==> src/rtl/keypoint_fifo_pkg.sv <==
// -----------------------------------------------------------------------------
// keypoint_fifo_pkg
// Purpose : shared field widths and the FIFO entry packing used by the keypoint
//           buffer and by the descriptor stage downstream of it.
// Contents: COORD_W / ORIENT_W / SCORE_W, ENTRY_W (39 bits),
//           kp_entry_t = {eof, x, y, orientation, score},
//           frame_state_t for the frame controller,
//           makeEofEntry() helper that builds the all-zero EOF token.
// -----------------------------------------------------------------------------
package keypoint_fifo_pkg;

  localparam int COORD_W  = 10;
  localparam int ORIENT_W = 10;
  localparam int SCORE_W  = 8;
  localparam int ENTRY_W  = 1 + 2 * COORD_W + ORIENT_W + SCORE_W;

  // Packing order is shared with the descriptor stage, so keep eof as the MSB.
  typedef struct packed {
    logic                eof;
    logic [COORD_W-1:0]  x;
    logic [COORD_W-1:0]  y;
    logic [ORIENT_W-1:0] orientation;
    logic [SCORE_W-1:0]  score;
  } kp_entry_t;

  typedef enum logic {
    ST_IDLE   = 1'b0,
    ST_ACTIVE = 1'b1
  } frame_state_t;

  // An EOF token carries no keypoint data: every field is zero.
  function automatic kp_entry_t makeEofEntry();
    kp_entry_t e;
    e     = '0;
    e.eof = 1'b1;
    return e;
  endfunction

endpackage

==> src/rtl/keypoint_fifo_sync_fifo.sv <==
// -----------------------------------------------------------------------------
// sync_fifo
// Purpose : single-clock show-ahead FIFO with registered storage.
// Ports   : i_clk, i_rst_n (async, active low)
//           i_wrEn / i_wrData   : push request and data (ignored when full)
//           i_rdEn              : pop request (ignored when empty)
//           o_rdData            : head entry, valid whenever o_empty is low
//           o_full / o_empty    : occupancy flags for the current cycle
// Pointers carry one extra MSB so full and empty can be told apart when the
// index bits are equal.
// -----------------------------------------------------------------------------
module sync_fifo
  import keypoint_fifo_pkg::*;
#(
  parameter int WIDTH = ENTRY_W,
  parameter int DEPTH = 64
) (
  input  logic             i_clk,
  input  logic             i_rst_n,
  input  logic             i_wrEn,
  input  logic [WIDTH-1:0] i_wrData,
  input  logic             i_rdEn,
  output logic [WIDTH-1:0] o_rdData,
  output logic             o_full,
  output logic             o_empty
);

  localparam int AW = $clog2(DEPTH);

  logic [AW:0]      r_wrPtr;
  logic [AW:0]      r_rdPtr;
  logic [WIDTH-1:0] r_mem [DEPTH];
  logic             w_push;
  logic             w_pop;

  assign o_full  = (r_wrPtr[AW] != r_rdPtr[AW]) &&
                   (r_wrPtr[AW-1:0] == r_rdPtr[AW-1:0]);
  assign o_empty = (r_wrPtr == r_rdPtr);

  // Flags are judged before the edge, so a push into a full FIFO is refused
  // even if a pop frees a slot on the same edge.
  assign w_push = i_wrEn && !o_full;
  assign w_pop  = i_rdEn && !o_empty;

  // Pointer registers: advance on accepted push/pop and wrap through the MSB.
  always_ff @(posedge i_clk or negedge i_rst_n) begin
    if (!i_rst_n) begin
      r_wrPtr <= '0;
      r_rdPtr <= '0;
    end else begin
      if (w_push) r_wrPtr <= r_wrPtr + (AW+1)'(1);
      if (w_pop)  r_rdPtr <= r_rdPtr + (AW+1)'(1);
    end
  end

  // Storage array: no reset needed because the empty flag masks stale data.
  always_ff @(posedge i_clk) begin
    if (w_push) r_mem[r_wrPtr[AW-1:0]] <= i_wrData;
  end

  assign o_rdData = r_mem[r_rdPtr[AW-1:0]];

endmodule

==> src/rtl/keypoint_fifo.sv <==
// -----------------------------------------------------------------------------
// keypoint_fifo
// Purpose : buffers FAST keypoints for the descriptor stage, caps the number
//           of keypoints per frame and closes every frame with an EOF token.
// Ports   : i_clk, i_rst_n (async, active low)
//           i_coordinate_X/Y, i_orientation, i_score, i_flag : keypoint input
//           i_start / i_end : one-cycle frame boundary pulses
//           o_kp_valid, i_kp_ready : output handshake (pop on valid && ready)
//           o_kp_X/Y/orientation/score, o_kp_eof : head entry (zero if empty)
//           o_kp_count   : keypoints accepted in the current frame
//           o_drop_count : keypoints dropped in the current frame (saturating)
//           o_overflow   : sticky drop indicator, cleared by i_start
// -----------------------------------------------------------------------------
module keypoint_fifo
  import keypoint_fifo_pkg::*;
#(
  parameter int DEPTH  = 64,
  parameter int MAX_KP = 500
) (
  input  logic                i_clk,
  input  logic                i_rst_n,
  input  logic [COORD_W-1:0]  i_coordinate_X,
  input  logic [COORD_W-1:0]  i_coordinate_Y,
  input  logic [ORIENT_W-1:0] i_orientation,
  input  logic [SCORE_W-1:0]  i_score,
  input  logic                i_flag,
  input  logic                i_start,
  input  logic                i_end,
  output logic                o_kp_valid,
  input  logic                i_kp_ready,
  output logic [COORD_W-1:0]  o_kp_X,
  output logic [COORD_W-1:0]  o_kp_Y,
  output logic [ORIENT_W-1:0] o_kp_orientation,
  output logic [SCORE_W-1:0]  o_kp_score,
  output logic                o_kp_eof,
  output logic [9:0]          o_kp_count,
  output logic [15:0]         o_drop_count,
  output logic                o_overflow
);

  frame_state_t r_state;
  frame_state_t w_nextState;
  logic         w_eofReq;
  logic         r_eofPend;
  logic [9:0]   r_kpCount;
  logic [15:0]  r_dropCount;
  logic         r_overflow;

  logic         w_full;
  logic         w_empty;
  logic         w_flagOk;
  logic         w_eofWrite;
  logic         w_kpWrite;
  logic         w_kpDrop;
  logic         w_pop;
  kp_entry_t    w_wrEntry;
  kp_entry_t    w_head;

  // Frame state register.
  always_ff @(posedge i_clk or negedge i_rst_n) begin
    if (!i_rst_n) r_state <= ST_IDLE;
    else          r_state <= w_nextState;
  end

  // Frame controller: a restart without i_end still closes the old frame,
  // and i_start wins over a coincident i_end so the new frame is not lost.
  always_comb begin
    w_nextState = r_state;
    w_eofReq    = 1'b0;
    case (r_state)
      ST_IDLE: begin
        if (i_start) w_nextState = ST_ACTIVE;
      end
      ST_ACTIVE: begin
        if (i_start) begin
          w_eofReq = 1'b1;
        end else if (i_end) begin
          w_nextState = ST_IDLE;
          w_eofReq    = 1'b1;
        end
      end
      default: w_nextState = ST_IDLE;
    endcase
  end

  // Write arbitration: the pending EOF owns the single write slot, then a
  // keypoint may use it if there is room and the per-frame cap is not hit.
  assign w_flagOk   = (r_state == ST_ACTIVE) && i_flag && !i_start;
  assign w_eofWrite = r_eofPend && !w_full;
  assign w_kpWrite  = w_flagOk && !w_eofWrite && !w_full &&
                      (r_kpCount != 10'(MAX_KP));
  assign w_kpDrop   = w_flagOk && !w_kpWrite;
  assign w_pop      = !w_empty && i_kp_ready;

  always_comb begin
    w_wrEntry             = makeEofEntry();
    if (!w_eofWrite) begin
      w_wrEntry.eof         = 1'b0;
      w_wrEntry.x           = i_coordinate_X;
      w_wrEntry.y           = i_coordinate_Y;
      w_wrEntry.orientation = i_orientation;
      w_wrEntry.score       = i_score;
    end
  end

  // EOF pending flag: a new request on the edge where the old token is being
  // written must survive, otherwise the new frame would lose its token; a
  // request while still pending simply merges.
  always_ff @(posedge i_clk or negedge i_rst_n) begin
    if (!i_rst_n)      r_eofPend <= 1'b0;
    else if (w_eofReq) r_eofPend <= 1'b1;
    else if (w_eofWrite) r_eofPend <= 1'b0;
  end

  // Per-frame statistics, cleared on every i_start (the flag is ignored in
  // that cycle, so clearing never races with a write or drop).
  always_ff @(posedge i_clk or negedge i_rst_n) begin
    if (!i_rst_n) begin
      r_kpCount   <= '0;
      r_dropCount <= '0;
      r_overflow  <= 1'b0;
    end else if (i_start) begin
      r_kpCount   <= '0;
      r_dropCount <= '0;
      r_overflow  <= 1'b0;
    end else begin
      if (w_kpWrite) r_kpCount <= r_kpCount + 10'd1;
      if (w_kpDrop) begin
        r_overflow <= 1'b1;
        if (r_dropCount != 16'hFFFF) r_dropCount <= r_dropCount + 16'd1;
      end
    end
  end

  sync_fifo #(
    .WIDTH (ENTRY_W),
    .DEPTH (DEPTH)
  ) u_fifo (
    .i_clk    (i_clk),
    .i_rst_n  (i_rst_n),
    .i_wrEn   (w_eofWrite || w_kpWrite),
    .i_wrData (w_wrEntry),
    .i_rdEn   (w_pop),
    .o_rdData (w_head),
    .o_full   (w_full),
    .o_empty  (w_empty)
  );

  // Head fields are forced to zero when empty so no uninitialised storage
  // ever reaches the outputs (including straight after reset).
  assign o_kp_valid       = !w_empty;
  assign o_kp_eof         = !w_empty && w_head.eof;
  assign o_kp_X           = w_empty ? '0 : w_head.x;
  assign o_kp_Y           = w_empty ? '0 : w_head.y;
  assign o_kp_orientation = w_empty ? '0 : w_head.orientation;
  assign o_kp_score       = w_empty ? '0 : w_head.score;
  assign o_kp_count       = r_kpCount;
  assign o_drop_count     = r_dropCount;
  assign o_overflow       = r_overflow;

endmodule

==> config.mk <==
export PLATFORM = sky130hd
export DESIGN_NAME = keypoint_fifo
export DESIGN_NICKNAME = d
export VERILOG_FILES = /design/src/rtl/keypoint_fifo_pkg.sv /design/src/rtl/keypoint_fifo_sync_fifo.sv /design/src/rtl/keypoint_fifo.sv
export SDC_FILE = /design/constraint.sdc
export NUM_CORES = 2
export LEC_CHECK = 0
export BUFFER_PORTS_ARGS = -buffer_cell sky130_fd_sc_hd__buf_2
export CORE_MARGIN = 2
export CORE_UTILIZATION = 40
export CTS_CLUSTER_SIZE = 30
export DETAILED_ROUTE_END_ITERATION = 6
export PLACE_DENSITY_LB_ADDON = 0.25
export SYNTH_ARGS = -nofsm -noshare
export SYNTH_HDL_FRONTEND = slang
export SYNTH_SLANG_ARGS = --single-unit
==> constraint.sdc <==
create_clock -name i_clk -period 5.2 [get_ports i_clk]
set_clock_uncertainty 0.2 [all_clocks]
set_input_delay 0.52 -clock i_clk [delete_from_list [all_inputs] [get_ports i_clk]]
set_output_delay 0.52 -clock i_clk [all_outputs]
set_load 0.005 [all_outputs]
==> results.yml <==
global_routing:
  gr-usage-all-layers_pct: 21.10
  grt_max_degree: 101
  overflow: 0
  grt_pass1_vias: 48120
  antenna_found_initial: 9
  grt_pass1_wl_um: 371000
final_layout:
  multi_input_area_um2: 21170
  fin_nets: 4781
  area_growth_syn_to_layout_pct: 14.87
  seq_area_um2: 76040
  fin_cells: 8128
  nFillCells: 19890
  drive_gt1_share_pct: 29.54
route:
  wire_per_inst_um: 32.68
  post-route-drc-count: 0
  num_vias: 47750
  detail-route-antenna-nets: 0
  dr.pass1.iters: 5
  vias_per_cell: 5.875
  routed_wl_um: 265600
  dr.first_iter.drc_count: 6040
yosys:
  ys_seq_area_share_pct: 77.58
  synth_seq_cells: 2539
  synth-edff-count: 2496
  synth_area_leaders: "edfxtp_1 (76%), mux4_2 (15%), mux2i_1 (1.5%)"
  syn_nets: 4422
  synthCells: 4373
  synthesis.area_um2: 98000
  yosysTopAreaCell: "edfxtp_1"
  synth_top_area_share_pct: 76.48
  yosys_warnings: 0
  synth_cell_type_count: 61
  synth_ff_type: "edfxtp_1"
  synthArstFlopShare_pct: 1.694
  syn_avg_cell_area_um2: 22.41
floorplanning:
  rows: 181
  die-area_um2: 249000
  dieWidth_um: 499.0
  io_pins: 111
  start_util_pct: 40.26
  core_um2: 243500
  die_h_um: 499.0
placed_design:
  dpl.cell_count: 7643
  dp_hpwl_um: 138900
  place.gp.congestion: 0.7986
  port_buffers: 110
timing:
  max_clock_freq_mhz: 197.0
  slew_viol_final: 0
  hold_violations: 0
  setup_tns_ns: 0
  rsz0062_at_grt: "no"
  worst_slew_pin_slew_ns: 1.285
  period_share_pct: 97.62
  finalSetupViolations: 0
  period_minus_slack_ns: 5.076
  slew_headroom_pct: 14.36
clock_network:
  cts_tree: "done"
  clkTransAtPathRegs_ns: 0.07
  h-tree-depth: 5
  ctsRootBufferMaster: "clkbuf_16"
  cts_sinks: 2539
  cts_made_buffers: 275
  clk-insertion-delay-late_ns: 0.94
  cts_max_path_buffers: 4
power:
  p_per_area_nw_per_um2: 542.1
  ir_worst_vdd_v: 0.0005760
  p_leak_uw: 0.03570
critical_path:
  worstPathMaxFanout: 38
  required_ns: 4.48
  crit_path_end_kind: "output port"
  crit_path_start_kind: "flop"
  worstPathArrival_ns: 4.36
  criticalPathCategory: "flop to output port"
  ff2ff_path_depth: 6
run:
  cap_viol_max_count: 0
run_status:
  status: "completed"
hold_path:
  hold_path.class: "input pin to async pin"
-- registers in the layout, summed over array words and instances (netlist names) --
register and flops:
r_state 1, r_eofPend 1, o_drop_count 16, o_kp_count 10, o_overflow 1, u_fifo.r_wrPtr 7
u_fifo.r_mem 2496, u_fifo.r_rdPtr 7
-- layout make-up --
class	instances	area share, %
Sequential cell	2539	67.55
Multi-Input combinational cell	1581	18.80
Clock buffer	339	6.364
Tap cell	3202	3.559
Timing Repair Buffer	324	2.496
Clock inverter	121	1.157
Inverter	11	0.04335
Antenna cell	11	0.02445
-- what timing repair did --
item / 4_1_cts / 5_1_grt
pin swaps: 1 / 0
setup endpoints to repair: 6 / 4
resized for setup: 0 / 3
hold endpoints to repair: 80 / 0
buffers inserted: 3 / 1
hold buffers: 10 / 0
-- cells in the mapped netlist (3+ instances only) --
cell type and count:
buf_2 77, nand4_1 19, o211ai_1 19, nor4_1 10, o22ai_1 23, nand2_1 146
o31ai_1 3, ha_1 5, buf_8 3, a21o_1 7, nand3b_1 4, inv_1 9
mux4_2 647, nand3_1 34, o21ai_0 41, xor2_1 15, a22oi_1 44, a31oi_1 10
clkbuf_1 77, nand2b_1 6, nor2b_1 18, nor2_1 136, nor3_1 23, buf_1 22
buf_4 42, xnor2_1 24, a2111oi_0 3, buf_6 21, edfxtp_1 2496, dfrtp_1 43
a221oi_1 8, o221ai_1 10, a21oi_1 45, o21ai_1 4, a211oi_1 10, mux2i_1 150
and3_1 4, mux2_2 3, and2_1 47, nand4b_1 4, a32oi_1 30, a32o_1 6
-- final timing paths --
kind                       slack [ns]         startpoint              endpoint
min in group i_clk               0.09  i_coordinate_Y[1]  u_fifo.r_mem[58][19]
hold / removal                   0.06            i_rst_n         o_kp_count[4]
max in group asynchronous        4.17            i_rst_n     u_fifo.r_rdPtr[1]
hold reg to reg                  0.28  u_fifo.r_wrPtr[6]     u_fifo.r_wrPtr[6]
setup / recovery                 0.12  u_fifo.r_rdPtr[0]             o_kp_X[3]
setup reg to reg                 0.97  u_fifo.r_rdPtr[3]   u_fifo.r_mem[39][4]
-- logic make-up (layout without fill, tap and decap cells) --
logic type	Yosys count	count (layout)	share of synthesized area, %
multiplexers	800	800	16.43
XOR/XNOR	39	39	0.3485
AND/OR/NAND/NOR	465	465	2.228
flip-flops	2539	2539	77.58
buffers and inverters	253	795	1.424
AO/OA/AOI/OAI	272	272	1.925
adder cells (fa/ha/maj)	5	5	0.06383
other	0	11	0
-- routing by layer --
metal  track usage (%)  routed length (µm)
met5                 0                  11
met4             6.143                7021
met3             3.708               20100
met2             34.24              129800
met1             29.36              108700
-- per-stage QoR --
stage	cell area, µm²	hold WS, ns	utilization (%)	setup slack, ns	total power (µW)
floorplan	98000	0.02441	-	1.033	35690
global placement	103900	0.2779	42.69	0.9351	42680
detailed placement	103900	0.2793	42.69	0.9155	42730
CTS	112500	0.01511	46.22	0.009496	61460
global route	112600	0.07426	46.24	0.007685	63030
finish	112600	0.05831	46.24	0.1238	61030
-- report_power, final --
group / internal [µW] / switching [µW] / total, µW
Clock: 11100 / 7690 / 18800
Sequential: 23600 / 418 / 24000
Combinational: 7420 / 10800 / 18200
-- layout by cell type, fill, tap and decap left out, drive strengths merged, types with 7 or more instances in the layout --
cell type,n
a211oi,11
a21o,7
a21oi,45
a221oi,8
a22oi,45
a31oi,10
a32oi,30
and2,48
buf,314
bufinv,27
clkbuf,339
clkinv,79
clkinvlp,10
dfrtp,43
diode,11
dlygate4sd3,10
edfxtp,2496
inv,16
mux2i,150
mux4,647
nand2,146
nand3,34
nand4,19
nor2,136
nor2b,18
nor3,24
nor4,11
o211ai,19
o21ai,45
o221ai,10
o22ai,23
xnor2,24
xor2,15
-- worst max-delay path, cell delays in order, from the launching register on --
cell      delay, ns
dfrtp_4        0.59
buf_12         0.33
buf_12         0.31
mux4_2         0.54
mux4_2         0.45
o211ai_1       0.63
nand2_1        0.24
buf_2          0.20
Note: power is estimated with default switching activity, not from simulation.
